==> config.mk <==
export PLATFORM = sky130hd
export DESIGN_NAME = ifetch_unit
export DESIGN_NICKNAME = d
export VERILOG_FILES = /design/src/rtl/ifetch_pkg.sv /design/src/rtl/ifetch_unit.sv
export SDC_FILE = /design/constraint.sdc
export NUM_CORES = 1
export LEC_CHECK = 0
export ABC_AREA = 1
export BUFFER_PORTS_ARGS = -buffer_cell sky130_fd_sc_hd__buf_2
export CAP_MARGIN = 0
export CORE_AREA = 5 5 155 157
export CTS_CLUSTER_SIZE = 20
export DETAILED_ROUTE_END_ITERATION = 6
export DIE_AREA = 0 0 160 162
export PLACE_DENSITY = 0.59
export SYNTH_ARGS = -nofsm -noshare
export SYNTH_HDL_FRONTEND = slang
export SYNTH_SLANG_ARGS = --single-unit
==> constraint.sdc <==
create_clock -name clk -period 2.5 [get_ports clk]
set_input_delay 0 -clock clk [delete_from_list [all_inputs] [get_ports clk]]
set_output_delay 0 -clock clk [all_outputs]
set_load 0.005 [all_outputs]
==> src/rtl/ifetch_pkg.sv <==
// ----------------------------------------------------------------------------
// ifetch_pkg
// Shared types and constants for the instruction-fetch stage.
//   state_e    : fetch FSM states (idle after reset, request, hold output)
//   INSTR_W    : instruction word width
//   OPCODE_MSB : top bit of the opcode field inside an instruction
//   OPCODE_LSB : bottom bit of the opcode field inside an instruction
//   PC_STEP    : byte increment between sequential instructions
// ----------------------------------------------------------------------------
package ifetch_pkg;

    typedef enum logic [1:0] {
        S_IDLE = 2'd0,
        S_REQ  = 2'd1,
        S_HOLD = 2'd2
    } state_e;

    localparam int unsigned INSTR_W    = 32;
    localparam int unsigned OPCODE_MSB = 31;
    localparam int unsigned OPCODE_LSB = 26;
    localparam int unsigned PC_STEP    = 4;

endpackage : ifetch_pkg

==> src/rtl/ifetch_unit.sv <==
// ----------------------------------------------------------------------------
// ifetch_unit
// Instruction-fetch stage feeding the main control decoder. Owns the PC,
// issues one word request at a time to instruction memory over a req/ack
// handshake, and holds the fetched word in a one-entry output register until
// downstream accepts it. A redirect pulse from execute retargets the PC and
// squashes any wrong-path fetch or held instruction.
//
// Optional build macro: IFETCH_PERF_CNT_EN adds the fetch_cnt / squash_cnt
// performance counter outputs.
//
// Ports:
//   clk          in   clock, rising edge
//   reset_n      in   asynchronous active-low reset
//   imem_req     out  fetch request valid
//   imem_addr    out  word-aligned fetch address
//   imem_ack     in   one-cycle response strobe (may coincide with imem_req)
//   imem_rdata   in   instruction word, valid with imem_ack
//   redirect     in   single-cycle control-transfer pulse
//   redirect_pc  in   transfer target, low two bits ignored
//   instr        out  held instruction, instr[31:26] is the opcode
//   instr_pc     out  address of instr
//   instr_valid  out  instr / instr_pc hold a valid instruction
//   instr_ready  in   downstream accept
//   fetch_cnt    out  accepted transfers (IFETCH_PERF_CNT_EN only)
//   squash_cnt   out  dropped responses + squashed holds (IFETCH_PERF_CNT_EN only)
// ----------------------------------------------------------------------------
module ifetch_unit
    import ifetch_pkg::*;
#(
    parameter int unsigned          ADDR_W   = 32,
    parameter logic [ADDR_W-1:0]    RESET_PC = ADDR_W'(32'h0000_0000)
) (
    input  logic                clk,
    input  logic                reset_n,
    output logic                imem_req,
    output logic [ADDR_W-1:0]   imem_addr,
    input  logic                imem_ack,
    input  logic [INSTR_W-1:0]  imem_rdata,
    input  logic                redirect,
    input  logic [ADDR_W-1:0]   redirect_pc,
    output logic [INSTR_W-1:0]  instr,
    output logic [ADDR_W-1:0]   instr_pc,
    output logic                instr_valid,
`ifdef IFETCH_PERF_CNT_EN
    output logic [31:0]         fetch_cnt,
    output logic [31:0]         squash_cnt,
`endif
    input  logic                instr_ready
);

    state_e                 state_q, state_d;
    logic [ADDR_W-1:0]      pc_q, pc_d;
    logic [ADDR_W-1:0]      req_addr_q, req_addr_d;
    logic                   drop_q, drop_d;
    logic                   req_q, req_d;
    logic [INSTR_W-1:0]     instr_q, instr_d;
    logic [ADDR_W-1:0]      instr_pc_q, instr_pc_d;
    logic                   instr_valid_q, instr_valid_d;
    logic [ADDR_W-1:0]      redir_tgt_s;

    // Redirect targets are forced onto a word boundary.
    assign redir_tgt_s = {redirect_pc[ADDR_W-1:2], 2'b00};

    // Next-state, next-PC mux and output-register updates; redirect wins over
    // every other event in every state.
    always_comb begin
        state_d       = state_q;
        pc_d          = pc_q;
        req_addr_d    = req_addr_q;
        drop_d        = drop_q;
        instr_d       = instr_q;
        instr_pc_d    = instr_pc_q;
        instr_valid_d = instr_valid_q;

        case (state_q)
            S_IDLE: begin
                // A late ack from before reset lands here and is ignored.
                state_d = S_REQ;
                if (redirect) begin
                    pc_d       = redir_tgt_s;
                    req_addr_d = redir_tgt_s;
                end else begin
                    req_addr_d = pc_q;
                end
            end
            S_REQ: begin
                if (redirect) begin
                    pc_d = redir_tgt_s;
                    if (imem_ack) begin
                        // Request is complete, so retarget immediately.
                        req_addr_d = redir_tgt_s;
                        drop_d     = 1'b0;
                    end else begin
                        // Address must stay stable until the ack; discard that
                        // response when it arrives.
                        drop_d = 1'b1;
                    end
                end else if (imem_ack) begin
                    if (drop_q) begin
                        drop_d     = 1'b0;
                        req_addr_d = pc_q;
                    end else begin
                        instr_d       = imem_rdata;
                        instr_pc_d    = req_addr_q;
                        instr_valid_d = 1'b1;
                        pc_d          = req_addr_q + ADDR_W'(PC_STEP);
                        state_d       = S_HOLD;
                    end
                end else begin
                    state_d = S_REQ;
                end
            end
            S_HOLD: begin
                if (redirect) begin
                    instr_valid_d = 1'b0;
                    pc_d          = redir_tgt_s;
                    req_addr_d    = redir_tgt_s;
                    state_d       = S_REQ;
                end else if (instr_ready) begin
                    instr_valid_d = 1'b0;
                    req_addr_d    = pc_q;
                    state_d       = S_REQ;
                end else begin
                    state_d = S_HOLD;
                end
            end
            default: begin
                state_d       = S_IDLE;
                instr_valid_d = 1'b0;
                drop_d        = 1'b0;
            end
        endcase

        req_d = (state_d == S_REQ);
    end

    // State and output registers.
    always_ff @(posedge clk or negedge reset_n) begin
        if (!reset_n) begin
            state_q       <= S_IDLE;
            pc_q          <= RESET_PC;
            req_addr_q    <= RESET_PC;
            drop_q        <= 1'b0;
            req_q         <= 1'b0;
            instr_q       <= {INSTR_W{1'b0}};
            instr_pc_q    <= RESET_PC;
            instr_valid_q <= 1'b0;
        end else begin
            state_q       <= state_d;
            pc_q          <= pc_d;
            req_addr_q    <= req_addr_d;
            drop_q        <= drop_d;
            req_q         <= req_d;
            instr_q       <= instr_d;
            instr_pc_q    <= instr_pc_d;
            instr_valid_q <= instr_valid_d;
        end
    end

    assign imem_req    = req_q;
    assign imem_addr   = req_addr_q;
    assign instr       = instr_q;
    assign instr_pc    = instr_pc_q;
    assign instr_valid = instr_valid_q;

`ifdef IFETCH_PERF_CNT_EN
    logic [31:0] fetch_cnt_q;
    logic [31:0] squash_cnt_q;
    logic        fetch_inc_s;
    logic        squash_inc_s;

    // Event decode: a discarded response is any ack seen while dropping or
    // alongside a redirect; a squash is a redirect hitting the held entry.
    always_comb begin
        fetch_inc_s  = (state_q == S_HOLD) && instr_ready && !redirect;
        squash_inc_s = ((state_q == S_REQ) && imem_ack && (drop_q || redirect)) ||
                       ((state_q == S_HOLD) && redirect);
    end

    // Wrapping performance counters.
    always_ff @(posedge clk or negedge reset_n) begin
        if (!reset_n) begin
            fetch_cnt_q  <= 32'd0;
            squash_cnt_q <= 32'd0;
        end else begin
            if (fetch_inc_s) begin
                fetch_cnt_q <= fetch_cnt_q + 32'd1;
            end
            if (squash_inc_s) begin
                squash_cnt_q <= squash_cnt_q + 32'd1;
            end
        end
    end

    assign fetch_cnt  = fetch_cnt_q;
    assign squash_cnt = squash_cnt_q;
`endif

endmodule : ifetch_unit

==> impl_results.rst, run 1 <==
.. list-table::
   :header-rows: 1

   * - Metric
     - Value
   * - Outcome
     - finished, final reports clean
   * - Core area
     - 22400 um^2
   * - Synth Area in Adders
     - 0.189%
   * - Simple logic cell fraction of the synthesized area
     - 21.0%
   * - Net Sw Power
     - between 3 and 4 mW
   * - Startpoint type of the worst setup path
     - register
   * - Power per cell area
     - 1170 nW/um^2
   * - Switching share of power
     - 38.1%
   * - Placer's final routability congestion estimate
     - 0.826
   * - Xor/xnor share of the synthesized area
     - 1.46%
   * - Count of vias placed by the detailed router
     - 6020
   * - Share of final-layout standard cells stronger than drive strength 1
     - 25.0%
   * - Router iterations before antenna repair
     - 5
   * - Wire length after detailed routing
     - just under 20000 um
   * - Final setup viols
     - 0
   * - Area of the mapped netlist
     - approximately 6600 um^2
   * - IR Drop Worst-Case VDD
     - 428 uV
   * - Share of cell area taken by muxes after synthesis
     - between 5 and 6%
   * - Max Cap Violations
     - 0
   * - Clock power frac
     - 24.6%
   * - Total placed cells including tap cells
     - between 1k and 1.5k
   * - Core utilization of the finished layout
     - 40.1%
   * - Count of cells resized by post-cts repair
     - 0
   * - Number of flops mapped to enable cells by yosys
     - 0
   * - Static leakage power
     - 4.37 nW
   * - Starting Density
     - between 20% and 30%
   * - Post-synthesis sequential area ratio
     - 50.3%
   * - Post-detail-place hpwl
     - 13700 um
   * - Post-detailed-route count of antenna-violating nets
     - 0
   * - Vias in the first global route
     - 6046
   * - Worst-Skew Late Latency
     - roughly 0.42 ns
   * - Dominant combinational cell family by area after synthesis
     - simple AND/OR/NAND/NOR gates
   * - Netlist cell types
     - 35
   * - Max Transition Viols Final
     - 0
   * - FF+latch count, synth
     - 133
   * - CTS clock-pin slew for the worst setup and hold paths
     - around 0.060 ns
   * - Nets@finish
     - 1088
   * - Number of cells produced by synthesis
     - 795
   * - Worst clock skew
     - 0.0129 ns
   * - Final TNS setup
     - 0 ns
   * - Total overflow reported by the global router
     - 0
   * - Maximum fanout encountered on the critical timing path
     - 35
   * - Global-route wire length before repair
     - 32300 um
   * - Ys flop type
     - sky130_fd_sc_hd__dfrtp_1
   * - Class of the most critical setup path
     - reg2reg
   * - Root Buffer
     - sky130_fd_sc_hd__clkbuf_16
   * - Antenna diode instance count
     - 0
   * - Mean routed wirelength per cell
     - 14.9 um
   * - Actual slew at the worst max-slew pin
     - 0.847 ns
   * - CTS hold repair buffers
     - 66
   * - Crit path time final
     - 2.10 ns
   * - Post-route DRC
     - 0
   * - Largest net degree at the start of global routing
     - 78
   * - Number of failing hold endpoints at the final stage
     - 0
   * - Clock tree from TritonCTS
     - built
   * - Nature of the critical path endpoint
     - register
   * - Share of synthesized flip-flops with an asynchronous set or reset
     - 100%
   * - Complex-gate fraction of the synthesized area
     - 13.5%
   * - Num rows
     - between 50 and 60
   * - Headroom to the max-slew limit
     - 43.5%
   * - Number of H-tree branching levels
     - 4
   * - Total Routing Usage GR
     - around 15%
   * - Count of buffers added by post-CTS timing repair for setup
     - 0
   * - Part of the total power dissipated in combinational logic
     - 37.4%
   * - Area growth from synthesis to layout
     - 35.6%
   * - Power share of the sequential group
     - 38.0%
   * - Required time worst endpoint
     - between 2 and 3 ns
   * - Setup repair after global routing missed its margin
     - false
   * - Antenna violations before repair
     - 0
   * - Final cell count without fillers
     - roughly 1.3k
   * - Mean Syn Cell Area
     - 8.32 um^2
   * - Final Power
     - around 10 mW
   * - Final worst hold slack
     - between 0.05 and 0.06 ns
   * - Portion of the clock cycle consumed by the worst path in the final layout
     - 84.0%
   * - Die height
     - 162 um
   * - Io pins
     - 167
   * - Net count of the mapped netlist
     - 865
   * - Via density per instance
     - 4.58
   * - Hold/Removal Path Class
     - in2reg
   * - Clock Tree Buf Depth
     - 2
   * - Port bufs
     - 164
   * - Crit path arrival time
     - 2.35 ns
   * - Clock sink count
     - 133
   * - Number of clock buffers inserted by TritonCTS
     - 17
   * - Chip width
     - about 160 um
   * - Highest Clock Rate
     - 476 MHz
   * - Internal Dissipation
     - 6.47 mW
   * - Count of warnings emitted by yosys
     - 0
   * - Drt first-iter violations
     - 357
   * - Area enclosed by the die boundary
     - 25900 um^2
==> kinds of logic after synthesis <==
family          Yosys count
compound gates          161
flops                   133
fa+ha+maj                 1
buf+inv                 122
simple gates            334
mux                      33
xor+xnor                 11
==> power groups by stage <==
stage / registers, mW / logic (mW) / clock network, mW
CTS: 3.99 / 3.98 / 2.64
finish: 3.97 / 3.91 / 2.57
floorplan: 3.91 / 2.28 / 0
detailed placement: 4.01 / 3.87 / 0
global placement: 3.98 / 3.81 / 0
global route: 4.13 / 4.45 / 2.72
==> state kept, by name, summed over array words and instances, names as in the netlist <==
name and flops:
instr_valid 1, state_q 2, instr 32, instr_pc 32
drop_q 1, pc_q 32, imem_req 1, imem_addr 32
==> per-stage QoR <==
| stage | area (um^2) | setup WS (ns) |
|---|---|---|
| final | 8970 | 0.400 |
| after global routing | 8970 | 0.194 |
| after CTS | 8970 | 0.392 |
| after detailed placement | 7710 | 0.404 |
| after global placement | 7710 | 0.421 |
| after floorplan | 6620 | 1.04 |
==> cells in the final DEF (no fill, tap or decap), types with 2 or more instances in the layout <==
cell type	n
sky130_fd_sc_hd__nand2_1	197
sky130_fd_sc_hd__buf_2	163
sky130_fd_sc_hd__dfrtp_1	133
sky130_fd_sc_hd__nor2_1	85
sky130_fd_sc_hd__inv_1	82
sky130_fd_sc_hd__o21ai_0	77
sky130_fd_sc_hd__dlygate4sd3_1	66
sky130_fd_sc_hd__nand3_1	33
sky130_fd_sc_hd__mux2_2	32
sky130_fd_sc_hd__a21oi_1	27
sky130_fd_sc_hd__o21ai_1	20
sky130_fd_sc_hd__clkbuf_16	17
sky130_fd_sc_hd__o31ai_1	16
sky130_fd_sc_hd__xor2_1	10
sky130_fd_sc_hd__buf_4	10
sky130_fd_sc_hd__nor2_2	7
sky130_fd_sc_hd__a31oi_1	5
sky130_fd_sc_hd__a211oi_1	5
sky130_fd_sc_hd__clkinv_4	5
sky130_fd_sc_hd__nor2_4	4
sky130_fd_sc_hd__nand2_2	3
sky130_fd_sc_hd__a22oi_1	3
sky130_fd_sc_hd__o211ai_1	3
sky130_fd_sc_hd__clkinv_2	3
sky130_fd_sc_hd__bufinv_16	3
sky130_fd_sc_hd__inv_2	2
sky130_fd_sc_hd__and2_1	2
sky130_fd_sc_hd__a41oi_1	2
sky130_fd_sc_hd__buf_12	2
==> final cells by class <==
type | instances | area, um^2
clock buffer | 19 | 443
multi-input combinational | 540 | 2770
timing repair buffer | 242 | 1600
fill | 2250 | 13400
inverter | 84 | 315
tap | 285 | 357
clock inverter | 12 | 156
sequential | 133 | 3330
==> metal layers <==
metal	vias up	wire [um]	part of all wire, %	track usage (%)
li1	3021	-	-	-
met1	2824	9210	47	20.3
met2	159	8950	46	24.6
met3	16	1210	6.2	4.82
met4	0	223	1.1	4.26
met5	-	0	0	0
==> worst max-delay path: stages, from the launching register on <==
cell                      delay, ns
sky130_fd_sc_hd__dfrtp_1       0.51
sky130_fd_sc_hd__inv_2         0.37
sky130_fd_sc_hd__nor2_4        0.04
sky130_fd_sc_hd__nand2_1       0.08
sky130_fd_sc_hd__o21ai_2       0.13
sky130_fd_sc_hd__inv_2         0.55
sky130_fd_sc_hd__a41oi_1       0.23
==> cells in the mapped netlist (3+ instances only) <==
cell                         n  area [um^2]
sky130_fd_sc_hd__a211oi_1    5         37.5
sky130_fd_sc_hd__a21oi_1    27          135
sky130_fd_sc_hd__a22oi_1     3         22.5
sky130_fd_sc_hd__a31oi_1     5         31.3
sky130_fd_sc_hd__buf_2      18         90.1
sky130_fd_sc_hd__buf_4      10         75.1
sky130_fd_sc_hd__clkbuf_1    8         30.0
sky130_fd_sc_hd__dfrtp_1   133         3330
sky130_fd_sc_hd__inv_1      82          308
sky130_fd_sc_hd__mux2_2     32          360
sky130_fd_sc_hd__nand2_1   197          739
sky130_fd_sc_hd__nand2_2     3         18.8
sky130_fd_sc_hd__nand3_1    33          165
sky130_fd_sc_hd__nor2_1     85          319
sky130_fd_sc_hd__nor2_2      7         43.8
sky130_fd_sc_hd__nor2_4      4         45.0
sky130_fd_sc_hd__o211ai_1    3         22.5
sky130_fd_sc_hd__o21ai_0    77          385
sky130_fd_sc_hd__o21ai_1    20          100
sky130_fd_sc_hd__o31ai_1    16          120
sky130_fd_sc_hd__xor2_1     10         87.6
==> worst paths after layout <==
path	from	end	slack, ns	cells past startpoint
setup / recovery	state_q[0]$_DFF_PN0_	pc_q[6]$_DFFE_PN0P_	0.40	6
hold / removal	redirect	imem_addr[6]$_DFFE_PN0P_	0.06	3
setup reg to reg	state_q[0]$_DFF_PN0_	pc_q[6]$_DFFE_PN0P_	0.40	6
hold reg to reg	instr_pc[28]$_DFFE_PN0P_	instr_pc[28]$_DFFE_PN0P_	0.48	2
max in group asynchronous	reset_n	instr[6]$_DFFE_PN0P_	1.65	3
min in group asynchronous	reset_n	instr[29]$_DFFE_PN0P_	0.10	2
No activity file was read; power rests on OpenSTA's default activity.
==> run 2, diff against run 1 <==
--- a/config.mk
+++ b/config.mk
@@ -5,13 +5,13 @@
 export SDC_FILE = /design/constraint.sdc
 export NUM_CORES = 1
 export LEC_CHECK = 0
-export ABC_AREA = 1
+export ABC_AREA = 0
 export BUFFER_PORTS_ARGS = -buffer_cell sky130_fd_sc_hd__buf_2
 export CAP_MARGIN = 0
-export CORE_AREA = 5 5 155 157
+export CORE_AREA = 5 5 149 151
 export CTS_CLUSTER_SIZE = 20
 export DETAILED_ROUTE_END_ITERATION = 6
-export DIE_AREA = 0 0 160 162
+export DIE_AREA = 0 0 154 156
 export PLACE_DENSITY = 0.59
 export SYNTH_ARGS = -nofsm -noshare
 export SYNTH_HDL_FRONTEND = slang
==> constraint.sdc (replaced) <==
create_clock -name clk -period 2.2 [get_ports clk]
set_input_delay 0 -clock clk [delete_from_list [all_inputs] [get_ports clk]]
set_output_delay 0 -clock clk [all_outputs]
set_load 0.005 [all_outputs]
==> run 2 against run 1 <==
  * Critical path depth down 1
  * Global-route usage is 0.62 points lower
  * Synthesized cell count decreased by 35%
  * Non-clock buffer count is 9 higher
  * Area after synthesis shrank 7.9%
  * Hold slack better by 0.025 ns
  * Worst setup slack got worse by 0.17 ns
  * Critical path type unchanged
  * Die area fell by 7.3%
  * Sequential power rose by 11%
  * Cell count shrank 21%
==> impl_results.rst, run 2 <==
.. list-table::
   :header-rows: 1

   * - Metric
     - Value
   * - Power per cell area
     - 1280 nW/um^2 (was 1170 nW/um^2)
   * - Share of synthesized flip-flops with an asynchronous set or reset
     - 100% (unchanged)
   * - Placer's final routability congestion estimate
     - 0.759 (was 0.826)
   * - Highest Clock Rate
     - 509 MHz (was 476 MHz)
   * - Router iterations before antenna repair
     - 4 (was 5)
   * - Nature of the critical path endpoint
     - register (unchanged)
   * - Count of vias placed by the detailed router
     - 4970 (was 6020)
   * - Commonest non-fill, non-tap cell in the layout
     - sky130_fd_sc_hd__buf_2 (was sky130_fd_sc_hd__nand2_1)
   * - Number of failing hold endpoints at the final stage
     - 0 (unchanged)
   * - Most frequent cells in the layout
     - 163 x sky130_fd_sc_hd__buf_2, 133 x sky130_fd_sc_hd__dfrtp_1, 74 x sky130_fd_sc_hd__mux2_2 (was 197 x sky130_fd_sc_hd__nand2_1, 163 x sky130_fd_sc_hd__buf_2, 133 x sky130_fd_sc_hd__dfrtp_1)
   * - FF+latch count, synth
     - 133 (unchanged)
   * - Ordered cell list for the critical path
     - ha_1 -> and4_1 -> or3b_2 -> xor2_1 -> a211oi_1 (was inv_2 -> nor2_4 -> nand2_1 -> o21ai_2 -> inv_2 -> a41oi_1)
   * - Share of final-layout standard cells stronger than drive strength 1
     - 39.1% (was 25.0%)
   * - Count of warnings emitted by yosys
     - 0 (unchanged)
   * - Netlist cell types
     - 44 (was 35)
   * - Core area
     - 20700 um^2 (was 22400 um^2)
   * - Area growth from synthesis to layout
     - 40.2% (was 35.6%)
   * - Max Cap Violations
     - 0 (unchanged)
   * - Antenna diode instance count
     - 0 (unchanged)
   * - Post-layout worst setup margin
     - 0.234 ns (was 0.400 ns)
   * - Top post-synthesis cells by count
     - 133 x sky130_fd_sc_hd__dfrtp_1, 74 x sky130_fd_sc_hd__mux2_2, 41 x sky130_fd_sc_hd__nor2_1, 38 x sky130_fd_sc_hd__a21oi_1, 24 x sky130_fd_sc_hd__mux2i_1 (was 197 x sky130_fd_sc_hd__nand2_1, 133 x sky130_fd_sc_hd__dfrtp_1, 85 x sky130_fd_sc_hd__nor2_1, 82 x sky130_fd_sc_hd__inv_1, 77 x sky130_fd_sc_hd__o21ai_0)
   * - Area of the mapped netlist
     - 6090 um^2 (was 6620 um^2)
   * - Number of flops mapped to enable cells by yosys
     - 0 (unchanged)
   * - Mean routed wirelength per cell
     - 16.4 um (was 14.9 um)
   * - Root Buffer
     - sky130_fd_sc_hd__clkbuf_16 (unchanged)
   * - Antenna violations before repair
     - 0 (unchanged)
   * - Ys flop type
     - sky130_fd_sc_hd__dfrtp_1 (unchanged)
   * - Worst-Skew Late Latency
     - 0.43 ns (was 0.42 ns)
   * - Post-synthesis sequential area ratio
     - 54.6% (was 50.3%)
   * - Number of cells produced by synthesis
     - 516 (was 795)
   * - Port bufs
     - 164 (unchanged)
   * - Total overflow reported by the global router
     - 0 (unchanged)
   * - Final worst hold slack
     - 0.0840 ns (was 0.0588 ns)
   * - Max Transition Viols Final
     - 0 (unchanged)
   * - Drt first-iter violations
     - 264 (was 357)
   * - Headroom to the max-slew limit
     - 42.7% (was 43.5%)
   * - Outcome
     - finished, final reports clean (unchanged)
   * - Post-Place Setup Slack
     - 0.228 ns (was 0.404 ns)
   * - Yosys top cell area share
     - 54.6% (was 50.3%)
   * - Nets@finish
     - 826 (was 1088)
   * - Hold Startpoint
     - redirect (unchanged)
   * - CTS clock-pin slew for the worst setup and hold paths
     - 0.06 ns (about the same)
   * - Count of buffers added by post-CTS timing repair for setup
     - 0 (unchanged)
   * - Post-synthesis cell type with the largest combined area
     - sky130_fd_sc_hd__dfrtp_1 (unchanged)
   * - Layout fillers
     - 2037 (was 2250)
   * - Hold/Removal Path Class
     - in2reg (unchanged)
   * - Num rows
     - 53 (was 55)
   * - Area enclosed by the die boundary
     - 24000 um^2 (was 25900 um^2)
   * - Final TNS setup
     - 0 ns (unchanged)
   * - Core utilization of the finished layout
     - 41.3% (was 40.1%)
   * - Area contributors post-synth
     - sky130_fd_sc_hd__dfrtp_1 55%, sky130_fd_sc_hd__mux2_2 14%, sky130_fd_sc_hd__mux2i_1 3.9%, sky130_fd_sc_hd__xor2_1 3.2%, sky130_fd_sc_hd__a21oi_1 3.1% (was sky130_fd_sc_hd__dfrtp_1 50%, sky130_fd_sc_hd__nand2_1 11%, sky130_fd_sc_hd__o21ai_0 5.8%, sky130_fd_sc_hd__mux2_2 5.4%, sky130_fd_sc_hd__nor2_1 4.8%)
   * - Maximum fanout encountered on the critical timing path
     - 6 (was 35)
   * - Static leakage power
     - 3.75 nW (was 4.37 nW)
   * - Final Power
     - 10.9 mW (was 10.5 mW)
   * - Post-detail-place hpwl
     - 11200 um (was 13700 um)
   * - Total Routing Usage GR
     - 14.8% (was 15.4%)
   * - Mean Syn Cell Area
     - 11.8 um^2 (was 8.32 um^2)
   * - Worst clock skew
     - 0.0194 ns (was 0.0129 ns)
   * - Via density per instance
     - 4.76 (was 4.58)
   * - Wire length after detailed routing
     - 17200 um (was 19600 um)
   * - Post-route DRC
     - 0 (unchanged)
   * - Crit path arrival time
     - 2.29 ns (was 2.35 ns)
   * - Portion of the clock cycle consumed by the worst path in the final layout
     - 89.4% (was 84.0%)
   * - Final setup viols
     - 0 (unchanged)
   * - Required time worst endpoint
     - 2.52 ns (was 2.75 ns)
   * - Number of clock buffers inserted by TritonCTS
     - 17 (unchanged)
   * - Starting Density
     - 29.5% (was 29.6%)
   * - Launch point of the worst path
     - imem_addr[3]$_DFFE_PN0P_ (was state_q[0]$_DFF_PN0_)
   * - Largest stage delay on the critical path
     - 0.48 ns (was 0.55 ns)
   * - Io pins
     - 167 (unchanged)
   * - Post-detailed-route count of antenna-violating nets
     - 0 (unchanged)
   * - Setup repair after global routing missed its margin
     - false (unchanged)
   * - Largest net degree at the start of global routing
     - 134 (was 78)
   * - Actual slew at the worst max-slew pin
     - 0.860 ns (was 0.847 ns)
   * - Startpoint type of the worst setup path
     - register (unchanged)
   * - Most frequently used cell type in the post-synthesis netlist
     - sky130_fd_sc_hd__dfrtp_1 (was sky130_fd_sc_hd__nand2_1)
   * - Clock tree from TritonCTS
     - built (unchanged)
   * - Net count of the mapped netlist
     - 586 (was 865)
   * - Number of H-tree branching levels
     - 4 (unchanged)
   * - Crit path time final
     - 1.97 ns (was 2.10 ns)
   * - Die height
     - 156 um (was 162 um)
   * - Count of cells resized by post-cts repair
     - 0 (unchanged)
   * - Clock Tree Buf Depth
     - 2 (unchanged)
   * - Global-route wire length before repair
     - 28300 um (was 32300 um)
   * - Worst-path cell with the longest stage delay
     - sky130_fd_sc_hd__or3b_2 (was sky130_fd_sc_hd__inv_2)
   * - Launch point of the worst reg-to-reg path
     - imem_addr[3]$_DFFE_PN0P_ (was state_q[0]$_DFF_PN0_)
   * - Vias in the first global route
     - 5232 (was 6046)
   * - Chip width
     - 154 um (was 160 um)
   * - Class of the most critical setup path
     - reg2reg (unchanged)
   * - IR Drop Worst-Case VDD
     - 618 uV (was 428 uV)
   * - Clock sink count
     - 133 (unchanged)
==> run 2: logic make-up after synthesis <==
kind of cell	count (synthesis)	share of synthesized area, %
flip-flops	133	54.6
AO/OA/AOI/OAI	113	11.3
AND/OR/NAND/NOR	106	9.03
multiplexers	98	17.6
buffers and inverters	38	3.39
XOR/XNOR	27	3.88
adder cells (fa/ha/maj)	1	0.205
==> run 2: per-layer routing <==
layer  track usage (%)  share of wire [%]
met4              4.46               0.49
met1              19.1                 44
met2              23.7                 48
met3              4.85                7.4
met5                 0                  0
==> run 2: worst paths after layout <==
path	endpoint	slack, ns	cells past startpoint
hold / removal	imem_addr[29]$_DFFE_PN0P_	0.08	4
setup / recovery	pc_q[12]$_DFFE_PN0P_	0.23	5
max in group asynchronous	instr[11]$_DFFE_PN0P_	1.41	3
setup reg to reg	pc_q[12]$_DFFE_PN0P_	0.23	5
hold reg to reg	pc_q[22]$_DFFE_PN0P_	0.49	2
min in group asynchronous	instr[31]$_DFFE_PN0P_	0.24	3
==> run 2: critical path, delay by kind of cell, from the launching register on <==
kind | cells | cell delay, ns
xor+xnor | 1 | 0.15
simple gates | 2 | 0.80
compound gates | 1 | 0.23
fa+ha+maj | 1 | 0.25
flops | 1 | 0.45
==> run 2: what timing repair did <==
action / CTS / global route
endpoints found under the hold margin: 227 / 0
setup endpoints to repair: 0 / 0
hold buffers: 65 / 0
==> run 2: power by group <==
| group | internal (mW) | total [mW] | switching, mW |
|---|---|---|---|
| Sequential | 3.50 | 4.39 | 0.896 |
| Combinational | 1.94 | 3.66 | 1.72 |
| Clock | 1.79 | 2.88 | 1.09 |
==> run 2: cell type report <==
cell class | instances | area (um^2) | share of cell area (%)
clock buffer | 21 | 480 | 5.62
clock inverter | 11 | 125 | 1.46
inverter | 8 | 30.0 | 0.351
multi-input combinational | 345 | 2570 | 30.1
sequential | 133 | 3330 | 38.9
tap | 275 | 344 | 4.03
timing repair buffer | 251 | 1670 | 19.5
==> run 2: through the flow <==
step | instance area [um^2] | cells
2_1_floorplan | 6090 | 516
3_3_place_gp | 7290 | 947
3_5_place_dp | 7290 | 947
4_1_cts | 8550 | 1044
5_1_grt | 8550 | 1044
6_report | 8550 | 1044
==> run 3, diff against run 2 <==
--- a/config.mk
+++ b/config.mk
@@ -8,11 +8,11 @@
 export ABC_AREA = 0
 export BUFFER_PORTS_ARGS = -buffer_cell sky130_fd_sc_hd__buf_2
 export CAP_MARGIN = 0
-export CORE_AREA = 5 5 149 151
+export CORE_AREA = 5 5 128 130
 export CTS_CLUSTER_SIZE = 20
 export DETAILED_ROUTE_END_ITERATION = 6
-export DIE_AREA = 0 0 154 156
-export PLACE_DENSITY = 0.59
+export DIE_AREA = 0 0 133 135
+export PLACE_DENSITY = 0.73
 export SYNTH_ARGS = -nofsm -noshare
 export SYNTH_HDL_FRONTEND = slang
 export SYNTH_SLANG_ARGS = --single-unit
==> run 3 against run 2 <==
  * Cell count shrank 8.5%
  * Largest power group unchanged
  * Core utilization rose by 15 points
  * Clock skew is 0.012 ns lower
  * Largest cell class unchanged
  * Combinational power barely moved
==> impl_results.rst, run 3 (synthesis gave the netlist of run 2 again) <==
.. list-table::
   :header-rows: 1

   * - Metric
     - Value
   * - IR Drop Worst-Case VDD
     - 767 uV (was 618 uV)
   * - Core area
     - 15000 um^2 (was 20700 um^2)
   * - Port bufs
     - 164 (unchanged)
   * - Post-route DRC
     - 0 (unchanged)
   * - Area growth from synthesis to layout
     - 38.4% (was 40.2%)
   * - Crit path arrival time
     - 2.29 ns (about the same)
   * - Global-route wire length before repair
     - 27500 um (was 28300 um)
   * - Required time worst endpoint
     - 2.47 ns (was 2.52 ns)
   * - Net Sw Power
     - 3.75 mW (was 3.71 mW)
   * - Power per cell area
     - 1300 nW/um^2 (was 1280 nW/um^2)
   * - Antenna diode instance count
     - 0 (unchanged)
   * - Highest Clock Rate
     - 496 MHz (was 509 MHz)
   * - Final Power
     - 11.0 mW (was 10.9 mW)
   * - Placer's final routability congestion estimate
     - 0.877 (was 0.759)
   * - Layout fillers
     - 1233 (was 2037)
   * - Clock power frac
     - 26.1% (was 26.3%)
   * - Total Routing Usage GR
     - 19.1% (was 14.8%)
   * - Core utilization of the finished layout
     - 56.1% (was 41.3%)
   * - Largest net degree at the start of global routing
     - 58 (was 134)
   * - Outcome
     - finished, final reports clean (unchanged)
   * - Total placed cells including tap cells
     - 859 (was 947)
   * - Nature of the critical path endpoint
     - register (unchanged)
   * - Router iterations before antenna repair
     - 5 (was 4)
   * - Maximum fanout encountered on the critical timing path
     - 9 (was 6)
   * - Number of failing hold endpoints at the final stage
     - 0 (unchanged)
   * - Vias in the first global route
     - 5398 (was 5232)
   * - Crit path time final
     - 2.02 ns (was 1.97 ns)
   * - Worst clock skew
     - 0.00728 ns (was 0.0194 ns)
   * - Mean routed wirelength per cell
     - 17.7 um (was 16.4 um)
   * - Number of H-tree branching levels
     - 4 (unchanged)
   * - Clock sink count
     - 133 (unchanged)
   * - Worst-Skew Late Latency
     - 0.42 ns (was 0.43 ns)
   * - Switching share of power
     - 34.1% (was 33.9%)
   * - Area after detailed placement
     - 7190 um^2 (was 7290 um^2)
   * - Wire length after detailed routing
     - 16900 um (was 17200 um)
   * - Via density per instance
     - 5.26 (was 4.76)
   * - Headroom to the max-slew limit
     - 44.5% (was 42.7%)
   * - Number of clock buffers inserted by TritonCTS
     - 17 (unchanged)
   * - Starting Density
     - 40.5% (was 29.5%)
   * - Post-detail-place hpwl
     - 11000 um (was 11200 um)
   * - Post-detailed-route count of antenna-violating nets
     - 0 (unchanged)
   * - Static leakage power
     - 3.75 nW (about the same)
   * - Area enclosed by the die boundary
     - 18000 um^2 (was 24000 um^2)
   * - Internal Dissipation
     - 7.24 mW (was 7.22 mW)
   * - Portion of the clock cycle consumed by the worst path in the final layout
     - 91.7% (was 89.4%)
   * - Final setup viols
     - 0 (unchanged)
   * - Total overflow reported by the global router
     - 0 (unchanged)
   * - Num rows
     - 45 (was 53)
   * - Commonest non-fill, non-tap cell in the layout
     - sky130_fd_sc_hd__buf_2 (unchanged)
   * - Max Transition Viols Final
     - 0 (unchanged)
   * - Final cell count without fillers
     - 955 (was 1044)
   * - Root Buffer
     - sky130_fd_sc_hd__clkbuf_16 (unchanged)
   * - Class of the most critical setup path
     - reg2reg (unchanged)
   * - Power share of the sequential group
     - 40.4% (was 40.2%)
   * - Share of final-layout standard cells stronger than drive strength 1
     - 39.0% (was 39.1%)
   * - Clock Tree Buf Depth
     - 2 (unchanged)
   * - Clock tree from TritonCTS
     - built (unchanged)
   * - Setup repair after global routing missed its margin
     - false (unchanged)
   * - Die height
     - 135 um (was 156 um)
   * - Count of cells resized by post-cts repair
     - 0 (unchanged)
   * - Part of the total power dissipated in combinational logic
     - 33.5% (about the same)
   * - Antenna violations before repair
     - 0 (unchanged)
   * - Nets@finish
     - 825 (was 826)
   * - Most frequent cells in the layout
     - 163 x sky130_fd_sc_hd__buf_2, 133 x sky130_fd_sc_hd__dfrtp_1, 74 x sky130_fd_sc_hd__mux2_2 (unchanged)
   * - Count of buffers added by post-CTS timing repair for setup
     - 0 (unchanged)
   * - Final instance area
     - 8430 um^2 (was 8550 um^2)
   * - Io pins
     - 167 (unchanged)
   * - Actual slew at the worst max-slew pin
     - 0.832 ns (was 0.860 ns)
   * - Max Cap Violations
     - 0 (unchanged)
   * - Drt first-iter violations
     - 288 (was 264)
   * - Chip width
     - 133 um (was 154 um)
   * - Count of vias placed by the detailed router
     - 5019 (was 4970)
   * - Startpoint type of the worst setup path
     - register (unchanged)
   * - CTS clock-pin slew for the worst setup and hold paths
     - 0.06 ns (about the same)
   * - Final TNS setup
     - 0 ns (unchanged)
   * - Hold/Removal Path Class
     - in2async (was in2reg)
==> run 3: changes by cell type in the layout (fill, tap and decap cells not counted) <==
cell                         delta
sky130_fd_sc_hd__clkinvlp_4     -2
sky130_fd_sc_hd__buf_4          -2
sky130_fd_sc_hd__clkbuf_8       -3
sky130_fd_sc_hd__clkinv_4       +1
sky130_fd_sc_hd__bufinv_16      +1
sky130_fd_sc_hd__clkinv_2       +2
sky130_fd_sc_hd__buf_12         +1
==> run 3: routing by layer <==
layer | part of all wire [%] | up-vias | global-route usage [%]
met5 | 0 | - | 0
met4 | 2.9 | 0 | 8.78
met3 | 6.7 | 41 | 5.51
met2 | 48 | 196 | 31.3
met1 | 42 | 2435 | 23.3
li1 | - | 2347 | -
==> run 3: metrics by stage <==
step	hold slack (ns)	worst slack, ns
floorplan	-0.296	0.396
CTS	0.109	0.204
global route	0.131	0.0508
global placement	-0.00780	0.318
detailed placement	0.00763	0.233
finish	0.113	0.183
==> run 3: area by class of cell <==
class / count / area, um^2 / share of cell area (%)
multi-input cells: 345 / 2570 / 30.5
flip-flops and latches: 133 / 3330 / 39.5
clock inverters: 13 / 159 / 1.88
clock buffers: 18 / 439 / 5.21
inverters: 8 / 30.0 / 0.356
repair buffers: 250 / 1670 / 19.8
well taps: 188 / 235 / 2.79
==> run 3: critical path, cell delays in order, from the launching register on <==
cell	delay, ns
sky130_fd_sc_hd__dfrtp_1	0.46
sky130_fd_sc_hd__ha_1	0.25
sky130_fd_sc_hd__and4_1	0.32
sky130_fd_sc_hd__nor3b_2	0.20
sky130_fd_sc_hd__buf_4	0.22
sky130_fd_sc_hd__nand4_1	0.14
sky130_fd_sc_hd__xor2_1	0.18
sky130_fd_sc_hd__o21ai_0	0.09
==> run 3: worst paths after layout <==
kind                                           from                        to  slack, ns  depth (start not counted)
setup / recovery           imem_addr[3]$_DFFE_PN0P_      pc_q[20]$_DFFE_PN0P_       0.18                          7
hold / removal                              reset_n  instr_pc[21]$_DFFE_PN0P_       0.11                          2
setup reg to reg           imem_addr[3]$_DFFE_PN0P_      pc_q[20]$_DFFE_PN0P_       0.18                          7
hold reg to reg                instr[3]$_DFFE_PN0P_      instr[3]$_DFFE_PN0P_       0.50                          1
max in group asynchronous                   reset_n      pc_q[19]$_DFFE_PN0P_       1.35                          3
min in group clk                           redirect      state_q[1]$_DFF_PN0_       0.12                          3
==> run 3: power by group through the flow <==
stage | Clock [mW] | Combinational, mW | Sequential (mW)
CTS | 2.92 | 3.72 | 4.42
detailed placement | 0 | 3.61 | 4.44
global route | 3.02 | 4.08 | 4.58
floorplan | 0 | 2.04 | 4.33
global placement | 0 | 3.50 | 4.36
finish | 2.87 | 3.68 | 4.44
==> run 3: timing repair <==
action,4_1_cts,5_1_grt
hold endpoints to repair,148,0
hold buffers,65,0
setup endpoints to repair,0,0
